File: src/rtl/fifo_stim_gen.sv
// LFSR-driven stimulus generator for FIFO verification: produces write data, write/read
// enables and an active-low FIFO reset with programmable probabilities and four traffic modes.
module fifo_stim_gen #(
  parameter int unsigned DATA_WIDTH = 16,
  parameter int unsigned NUM_TXN    = 100000,
  parameter int unsigned RST_CYCLES = 1,
  parameter int unsigned WR_ON_PCT  = 70,
  parameter int unsigned RD_ON_PCT  = 30,
  parameter int unsigned RST_ON_PCT = 2,
  parameter logic [31:0] LFSR_SEED  = 32'hACE1_2468,
  parameter int unsigned CNT_W      = $clog2(NUM_TXN + 1)
) (
  input  logic                  clk,
  input  logic                  rst_n,
  input  logic                  start,
  input  logic [1:0]            mode,
  input  logic                  hold,
  output logic [DATA_WIDTH-1:0] data_in,
  output logic                  wr_en,
  output logic                  rd_en,
  output logic                  fifo_rst_n,
  output logic                  busy,
  output logic [CNT_W-1:0]      txn_cnt,
  output logic                  test_finished
);

  localparam logic [7:0]       WR_TH     = 8'((WR_ON_PCT * 128) / 100);
  localparam logic [7:0]       RD_TH     = 8'((RD_ON_PCT * 128) / 100);
  localparam logic [7:0]       RST_TH    = 8'((RST_ON_PCT * 128) / 100);
  localparam int unsigned      PH_W      = (RST_CYCLES > 1) ? $clog2(RST_CYCLES) : 1;
  localparam logic [PH_W-1:0]  PH_LAST   = PH_W'(RST_CYCLES - 1);
  localparam logic [CNT_W-1:0] CNT_END   = CNT_W'(NUM_TXN);
  localparam logic [31:0]      LFSR_POLY = 32'h8020_0003;

  localparam logic [1:0] MODE_RANDOM = 2'b00;
  localparam logic [1:0] MODE_FILL   = 2'b01;
  localparam logic [1:0] MODE_DRAIN  = 2'b10;

  typedef enum logic [1:0] {IDLE, RST_PH, RUN, DONE} state_t;

  state_t                  state_reg, state_next;
  logic [PH_W-1:0]         ph_cnt_reg, ph_cnt_next;
  logic [CNT_W-1:0]        txn_cnt_reg, txn_cnt_next;
  logic [31:0]             ctrl_lfsr_reg, ctrl_lfsr_next;
  logic [31:0]             data_lfsr_reg, data_lfsr_next;
  logic [DATA_WIDTH-1:0]   data_in_reg, data_in_next;
  logic                    wr_en_reg, wr_en_next;
  logic                    rd_en_reg, rd_en_next;
  logic                    fifo_rst_n_reg, fifo_rst_n_next;
  logic                    busy_reg, busy_next;
  logic                    test_finished_reg, test_finished_next;
  logic                    issue;
  logic                    reseed;
  logic                    rnd_wr, rnd_rd, rnd_rst;

  function automatic logic [31:0] lfsr_step(input logic [31:0] v);
    return (v >> 1) ^ (v[0] ? LFSR_POLY : 32'h0);
  endfunction

  // 7-bit random fields against 8-bit thresholds so that 100 % (128) is always true
  assign rnd_wr  = {1'b0, ctrl_lfsr_reg[6:0]}   < WR_TH;
  assign rnd_rd  = {1'b0, ctrl_lfsr_reg[13:7]}  < RD_TH;
  assign rnd_rst = {1'b0, ctrl_lfsr_reg[20:14]} < RST_TH;

  always_comb begin
    state_next         = state_reg;
    ph_cnt_next        = ph_cnt_reg;
    txn_cnt_next       = txn_cnt_reg;
    data_in_next       = data_in_reg;
    wr_en_next         = 1'b0;
    rd_en_next         = 1'b0;
    fifo_rst_n_next    = 1'b1;
    busy_next          = 1'b0;
    test_finished_next = 1'b0;
    issue              = 1'b0;
    reseed             = 1'b0;

    case (state_reg)
      IDLE, DONE: begin
        if (start) begin
          state_next      = RST_PH;
          ph_cnt_next     = '0;
          txn_cnt_next    = '0;
          data_in_next    = '0;
          fifo_rst_n_next = 1'b0;
          busy_next       = 1'b1;
          reseed          = 1'b1;
        end else begin
          test_finished_next = (state_reg == DONE);
        end
      end
      RST_PH: begin
        busy_next    = 1'b1;
        data_in_next = '0;
        if (ph_cnt_reg == PH_LAST) begin
          // The edge leaving reset already carries the first transaction
          state_next = RUN;
          issue      = !hold;
        end else begin
          ph_cnt_next     = ph_cnt_reg + PH_W'(1);
          fifo_rst_n_next = 1'b0;
        end
      end
      RUN: begin
        if (txn_cnt_reg == CNT_END) begin
          state_next         = DONE;
          test_finished_next = 1'b1;
        end else begin
          busy_next = 1'b1;
          issue     = !hold;
        end
      end
      default: state_next = IDLE;
    endcase

    if (issue) begin
      txn_cnt_next = txn_cnt_reg + CNT_W'(1);
      data_in_next = data_lfsr_reg[DATA_WIDTH-1:0];
      case (mode)
        MODE_RANDOM: begin
          wr_en_next      = rnd_wr;
          rd_en_next      = rnd_rd;
          fifo_rst_n_next = !rnd_rst;
        end
        MODE_FILL:  wr_en_next = 1'b1;
        MODE_DRAIN: rd_en_next = 1'b1;
        default: begin
          wr_en_next = 1'b1;
          rd_en_next = 1'b1;
        end
      endcase
    end

    ctrl_lfsr_next = reseed ? LFSR_SEED  : (issue ? lfsr_step(ctrl_lfsr_reg) : ctrl_lfsr_reg);
    data_lfsr_next = reseed ? ~LFSR_SEED : (issue ? lfsr_step(data_lfsr_reg) : data_lfsr_reg);
  end

  always_ff @(posedge clk or negedge rst_n) begin
    if (!rst_n) begin
      state_reg         <= IDLE;
      ph_cnt_reg        <= '0;
      txn_cnt_reg       <= '0;
      ctrl_lfsr_reg     <= LFSR_SEED;
      data_lfsr_reg     <= ~LFSR_SEED;
      data_in_reg       <= '0;
      wr_en_reg         <= 1'b0;
      rd_en_reg         <= 1'b0;
      fifo_rst_n_reg    <= 1'b0;
      busy_reg          <= 1'b0;
      test_finished_reg <= 1'b0;
    end else begin
      state_reg         <= state_next;
      ph_cnt_reg        <= ph_cnt_next;
      txn_cnt_reg       <= txn_cnt_next;
      ctrl_lfsr_reg     <= ctrl_lfsr_next;
      data_lfsr_reg     <= data_lfsr_next;
      data_in_reg       <= data_in_next;
      wr_en_reg         <= wr_en_next;
      rd_en_reg         <= rd_en_next;
      fifo_rst_n_reg    <= fifo_rst_n_next;
      busy_reg          <= busy_next;
      test_finished_reg <= test_finished_next;
    end
  end

  assign data_in       = data_in_reg;
  assign wr_en         = wr_en_reg;
  assign rd_en         = rd_en_reg;
  assign fifo_rst_n    = fifo_rst_n_reg;
  assign busy          = busy_reg;
  assign txn_cnt       = txn_cnt_reg;
  assign test_finished = test_finished_reg;

endmodule

File: config.mk
export PLATFORM = sky130hd
export DESIGN_NAME = fifo_stim_gen
export DESIGN_NICKNAME = d
export VERILOG_FILES = /design/src/rtl/fifo_stim_gen.sv
export SDC_FILE = /design/constraint.sdc
export NUM_CORES = 1
export LEC_CHECK = 0
export BUFFER_PORTS_ARGS = -buffer_cell sky130_fd_sc_hd__buf_2
export CORE_MARGIN = 2
export CORE_UTILIZATION = 54
export CTS_CLUSTER_DIAMETER = 100
export DETAILED_ROUTE_END_ITERATION = 10
export HOLD_SLACK_MARGIN = 0.08
export PLACE_DENSITY = 0.76
export SLEW_MARGIN = 15
export SYNTH_ARGS = -nofsm -noshare
export SYNTH_HDL_FRONTEND = slang
export SYNTH_SLANG_ARGS = --single-unit
File: constraint.sdc
create_clock -name clk -period 2.2 [get_ports clk]
set_input_delay 0.44 -clock clk [delete_from_list [all_inputs] [get_ports clk]]
set_output_delay 0.44 -clock clk [all_outputs]
set_load 0.1 [all_outputs]
==> impl_metrics.csv, run 1 <==
group,metric,value,unit
power,post-layout-total-power,8620,µW
cells_and_area,area_growth_syn_to_layout,15.1,%
placed_design,placer_congestion_estimate,0.874,
synthesis,syn_avg_cell_area,10.6,µm²
sta,final_hold_slack,0.322,ns
route,route.final.wire_length,11100,µm
global_routing,vias_in_the_first_global_route,3807,
floorplanning,die_ar,10100,µm²
clocking,tritoncts,"built",
sta,timing.clock.skew,0.0131,ns
synthesis,synth-seq-area-share,0.528,
cells_and_area,area_taken_by_multi_input_logic_gates,2130,µm²
floorplanning,rows,35,
placed_design,hpwl,7230,µm
power,vdd.ir_drop.worst,0.551,mV
setup_path,end_kind,"flop",
flow_run,cap_violations,0,
setup_path,worst_setup_path_startpoint,"state_reg[0]",
clocking,clock_sink_count,104,
route,detail_route.drc_violations,0,
sta,hold_viol,0,
clocking,htreeDepth,3,
worst_hold_path,hold_class,"input port to flop",
cells_and_area,ff_latch_area,2670,µm²
global_routing,grt_start_max_net_pins,48,
synthesis,synth.net_count,484,
setup_path,worstPathCellList,"inv_1, ha_1, nand3b_1, a41oi_4, buf_12, nor3_1, a221o_1",
status,outcome,"finished, final reports clean",
global_routing,antenna_found_initial,0,
placed_design,placedInstanceArea,5510,µm²
floorplanning,die_w,100,µm
floorplanning,initial_utilization,0.550,
clocking,cts_buffer_depth,2,
setup_path,timing.critical_path.required,2.47,ns
setup_path,setup.worst_path.start_class,"flop",
worst_hold_path,worstHoldStart,"mode[1]",
sta,max_freq,474,MHz
floorplanning,chipHeight,100,µm
route,final_antenna_net_count,0,
placed_design,placed_cells,617,
global_routing,grtUsageMet2,0.376,
global_routing,overflow,0,
floorplanning,io_pins,44,
setup_path,worst-path-max-fanout,47,
setup_path,reg2reg_from,"state_reg[0]",
power,power_leakage,0.00277,µW
cells_and_area,n_fill_cell,699,
placed_design,number_of_port_buffers,43,
clocking,clock_insertion_delay_worst_skew,0.38,ns
clocking,clk_pin_slew,0.10,ns
synthesis,synth_cell_type_count,54,
route,detail_route.vias_per_cell,6.00,
cells_and_area,finish.instance_area,5760,µm²
setup_path,cp.arrival,2.38,ns
cells_and_area,finalNonFillerCells,637,
setup_path,timing_worst_setup_path_type,"flop to flop",
route,routed-via-count,3822,
synthesis,netlist_area,5010,µm²
sta,slew_headroom,0.610,
synthesis,postSynthRegisterBits,104,
global_routing,global_routing_met1_resource_utilization,0.318,
synthesis,yosysWarnings,0,
cells_and_area,layout_common_cells,"sky130_fd_sc_hd__dfrtp_1, sky130_fd_sc_hd__nor3_1, sky130_fd_sc_hd__nand2_1",
clocking,cts_buffers,9,
global_routing,grt_util_met3,0.0279,
sta,min_period_over_period,0.959,
synthesis,synth_async_sr_flop_share,1.00,
synthesis,edff_count_synth,0,
synthesis,synthFlopType,"sky130_fd_sc_hd__dfrtp_1",
sta,setup_repair_after_global_routing_missed_its_margin,"true",
cells_and_area,final_net_count,534,
route,number_of_violations_reported_at_the_end_of_detailed_routing_iteration_0,215,
route,drt-pass1-iter-count,4,
synthesis,synthCells,471,
sta,slew_viol_final,0,
power,pwr_density_cell,1500,nW/µm²
clocking,clock_tree.root_cell,"sky130_fd_sc_hd__clkbuf_8",
route,wl_per_cell,17.4,µm
cells_and_area,most_frequent_standard_cell_in_the_layout_excluding_fill_and_tap_cells,"sky130_fd_sc_hd__dfrtp_1",
sta,finalCriticalPeriod,2.11,ns
setup_path,crit_path_max_incr_delay,0.41,ns
sta,tightest_slew,0.586,ns
global_routing,grt_first_pass_wirelength,18700,µm
setup_path,cp_slowest_cell,"sky130_fd_sc_hd__dfrtp_1",
floorplanning,core-area,9110,µm²
cells_and_area,insertedDiodeCount,0,
sta,finalSetupViolations,0,
global_routing,grt.busiest_layer,"met2",
global_routing,grtUsageTotal,0.235,
cells_and_area,drive_gt1_frac,0.298,
[layout make-up]
| cell class | instances | share of cell area |
|---|---|---|
| Sequential cell | 104 | 0.463 |
| Multi-Input combinational cell | 309 | 0.369 |
| Timing Repair Buffer | 74 | 0.0916 |
| Tap cell | 111 | 0.0241 |
| Clock buffer | 9 | 0.0215 |
| Clock inverter | 7 | 0.0152 |
| Inverter | 23 | 0.0150 |
[Yosys cell counts (all sizes together) (4+ instances only)]
cell type,count,area [µm²]
buf,11,72.6
mux2,4,45.0
a21o,39,293
inv,23,86.3
a32o,16,160
nand2,46,180
clkbuf,24,90.1
o21ai,25,125
nor2,28,108
a211o,4,35.0
a31oi,7,43.8
nor3,48,240
o221ai,5,43.8
a21oi,7,35.0
xnor2,4,35.0
dfstp,32,841
ha,7,87.6
dfrtp,72,1800
nand3,11,60.1
mux2i,16,160
[report_power, final]
| group | switching (µW) | internal (µW) | total [µW] |
|---|---|---|---|
| Combinational | 2760 | 1470 | 4230 |
| Clock | 729 | 552 | 1280 |
| Sequential | 393 | 2720 | 3110 |
[critical path: cells and delay by family, from the launching register on]
family          cells  cell delay (ns)
simple gates        2             0.26
buf+inv             2             0.35
flops               1             0.41
fa+ha+maj           1             0.31
compound gates      2             0.66
[per-layer routing]
layer | part of all wire | wire length [µm] | vias up
met5 | 0 | 0 | -
met4 | 0.028 | 310 | 0
met3 | 0.037 | 406 | 25
met2 | 0.48 | 5360 | 93
met1 | 0.45 | 4980 | 1913
li1 | - | - | 1791
[final timing paths]
check / endpoint / slack [ns] / cells after the start
max: txn_cnt[10] / 0.09 / 7
min: rd_en / 0.32 / 3
max reg2reg: txn_cnt[10] / 0.09 / 7
min reg2reg: ctrl_lfsr_reg[24] / 0.48 / 1
max in group asynchronous: ctrl_lfsr_reg[29] / 0.91 / 3
min in group asynchronous: data_in[6] / 0.60 / 2
[what timing repair did]
item / 4_1_cts / 5_1_grt
endpoints found under the hold margin: 25 / 0
setup endpoints to repair: 0 / 5
gates resized for setup: 0 / 2
hold buffers: 1 / 0
buffers inserted: 0 / 3
[kinds of logic (layout without fill, tap and decap cells)]
| kind of cell | after synthesis | count (layout) | synth area share |
|---|---|---|---|
| AND/OR/NAND/NOR | 153 | 153 | 0.152 |
| AO/OA/AOI/OAI | 123 | 123 | 0.201 |
| flip-flops | 104 | 104 | 0.528 |
| buffers and inverters | 58 | 113 | 0.0497 |
| multiplexers | 20 | 20 | 0.0410 |
| adder cells (fa/ha/maj) | 7 | 7 | 0.0175 |
| XOR/XNOR | 6 | 6 | 0.0105 |
[stage by stage]
stage	TNS [ns]	setup slack, ns	util
global route	-0.0188	-0.0188	0.633
detailed placement	0	0.0995	0.605
global placement	0	0.174	0.605
finish	0	0.0910	0.633
floorplan	0	0.0479	-
CTS	0	0.0677	0.629
No activity file was read; power rests on OpenSTA's default activity.
==> inputs of run 2 (changes only) <==
Settings changed: CORE_UTILIZATION 54 to 40, PLACE_DENSITY 0.76 to unset.
==> impl_metrics.csv, run 2 (same netlist as run 1, synthesis figures left out) <==
group,metric,value,unit
status,outcome,"finished, final reports clean",
clocking,clock_sink_count,104,
route,drt-pass1-iter-count,5,
sta,finalCriticalPeriod,2.09,ns
placed_design,number_of_port_buffers,43,
clocking,clock_insertion_delay_worst_skew,0.35,ns
route,routed-via-count,3702,
setup_path,reg2reg_from,"state_reg[1]",
setup_path,worst-path-max-fanout,21,
clocking,tritoncts,"built",
route,final_antenna_net_count,0,
sta,slew_viol_final,0,
setup_path,setup.worst_path.start_class,"flop",
cells_and_area,area_growth_syn_to_layout,18.0,%
clocking,htreeDepth,3,
cells_and_area,final_util,0.488,
sta,final_hold_slack,0.369,ns
sta,timing.clock.skew,0.0121,ns
route,number_of_violations_reported_at_the_end_of_detailed_routing_iteration_0,339,
worst_hold_path,count_of_cells_along_the_worst_hold_path,3,
sta,slew_headroom,0.656,
sta,max_freq,478,MHz
setup_path,worstPathCellList,"inv_1, ha_1, nand3b_1, a41o_4, buf_12, a2111oi_4, mux2i_1",
floorplanning,io_pins,44,
cells_and_area,most_frequent_standard_cell_in_the_layout_excluding_fill_and_tap_cells,"sky130_fd_sc_hd__dfrtp_1",
placed_design,hpwl,7380,µm
setup_path,number_of_cells_on_the_worst_reg_to_reg_path,7,
floorplanning,die_w,116,µm
clocking,cts_buffer_depth,2,
sta,finalSetupViolations,0,
floorplanning,core-area,12100,µm²
global_routing,overflow,0,
sta,setup-tns-final,0,ns
route,wl_per_cell,16.9,µm
setup_path,family_with_the_most_delay_on_the_worst_path,"compound AO/OA/AOI/OAI gates",
floorplanning,chipHeight,116,µm
power,pwr_density_cell,1520,nW/µm²
setup_path,r2r_setup_slk,0.11,ns
setup_path,cp.arrival,2.35,ns
placed_design,pre_cts_ws,0.128,ns
route,detail_route.drc_violations,0,
sta,tightest_slew,0.516,ns
global_routing,grt_first_pass_wirelength,19500,µm
setup_path,critical_path.n_buffers_inverters,2,
floorplanning,die_ar,13400,µm²
setup_path,end_kind,"flop",
setup_path,worstReg2RegEnd,"txn_cnt[16]",
setup_path,crit_path_max_incr_delay,0.38,ns
sta,finalWorstSetupSlack,0.109,ns
worst_hold_path,timing.hold.worst_endpoint,"rd_en",
clocking,clk_pin_slew,0.07,ns
cells_and_area,layout_common_cells,"sky130_fd_sc_hd__dfrtp_1, sky130_fd_sc_hd__nor3_1, sky130_fd_sc_hd__nand2_1",
setup_path,timing.critical_path.required,2.46,ns
power,vdd.ir_drop.worst,0.539,mV
cells_and_area,final_net_count,528,
worst_hold_path,worstHoldStart,"mode[1]",
setup_path,timing_worst_setup_path_type,"flop to flop",
clocking,cts_buffers,9,
global_routing,grt_start_max_net_pins,43,
cells_and_area,insertedDiodeCount,0,
route,route.final.wire_length,11600,µm
sta,setup_repair_after_global_routing_missed_its_margin,"false",
setup_path,cp_slowest_cell,"sky130_fd_sc_hd__dfrtp_1",
clocking,clock_tree.root_cell,"sky130_fd_sc_hd__clkbuf_16",
power,power_leakage,0.00280,µW
placed_design,placer_congestion_estimate,0.771,
global_routing,vias_in_the_first_global_route,3762,
flow_run,cap_violations,0,
global_routing,antenna_found_initial,0,
sta,min_period_over_period,0.950,
power,post-layout-total-power,9010,µW
floorplanning,rows,40,
floorplanning,initial_utilization,0.413,
global_routing,grtUsageTotal,0.185,
cells_and_area,drive_gt1_frac,0.288,
sta,hold_viol,0,
route,detail_route.vias_per_cell,5.38,
worst_hold_path,hold_class,"input port to flop",
==> run 2: worst max path at each step <==
stage                            start          end  slack, ns  cells after the start
final                     state_reg[1]  txn_cnt[16]       0.11                      7
after global routing      state_reg[1]  txn_cnt[16]      0.003                      7
after CTS                 state_reg[1]  txn_cnt[16]       0.10                      7
after detailed placement  state_reg[1]  txn_cnt[16]       0.13                      7
after global placement    state_reg[1]  txn_cnt[16]       0.21                      7
after floorplan             txn_cnt[0]  txn_cnt[13]       0.05                      7
==> run 2: through the flow <==
step	area [µm²]	std cells
6_report	5910	688
3_5_place_dp	5570	670
4_1_cts	5900	687
3_3_place_gp	5570	670
5_1_grt	5910	688
2_1_floorplan	5030	471
==> run 2: tightest hold or removal path: stages <==
cell	delay, ns
sky130_fd_sc_hd__buf_2	0.11
sky130_fd_sc_hd__inv_1	0.06
sky130_fd_sc_hd__a21oi_1	0.06
==> run 2: power breakdown <==
part	internal (µW)	switching, µW	leakage [µW]
sequential	2720	399	0.00128
clock	983	710	0.000156
combinational	1430	2760	0.00137
==> run 2: area by class of cell <==
| class | instances | area, µm² |
|---|---|---|
| Clock buffer | 13 | 270 |
| Clock inverter | 3 | 47.5 |
| Fill cell | 1105 | 6200 |
| Inverter | 23 | 86.3 |
| Multi-Input combinational cell | 309 | 2120 |
| Sequential cell | 104 | 2670 |
| Tap cell | 168 | 210 |
| Timing Repair Buffer | 68 | 508 |
==> run 2: repair_timing <==
| item | CTS | global route |
|---|---|---|
| buffers inserted | 0 | 1 |
| endpoints found under the setup margin | 0 | 1 |
| endpoints found under the hold margin | 9 | 0 |
| hold buffers | 1 | 0 |
| gates resized for setup | 0 | 0 |
==> run 2: routing by layer <==
metal / global-route usage / up-vias / wire (µm)
met4: 0.0714 / 0 / 229
met3: 0.0361 / 14 / 367
met2: 0.297 / 70 / 5540
met1: 0.250 / 1842 / 5470
met5: 0 / - / 0
li1: - / 1776 / -
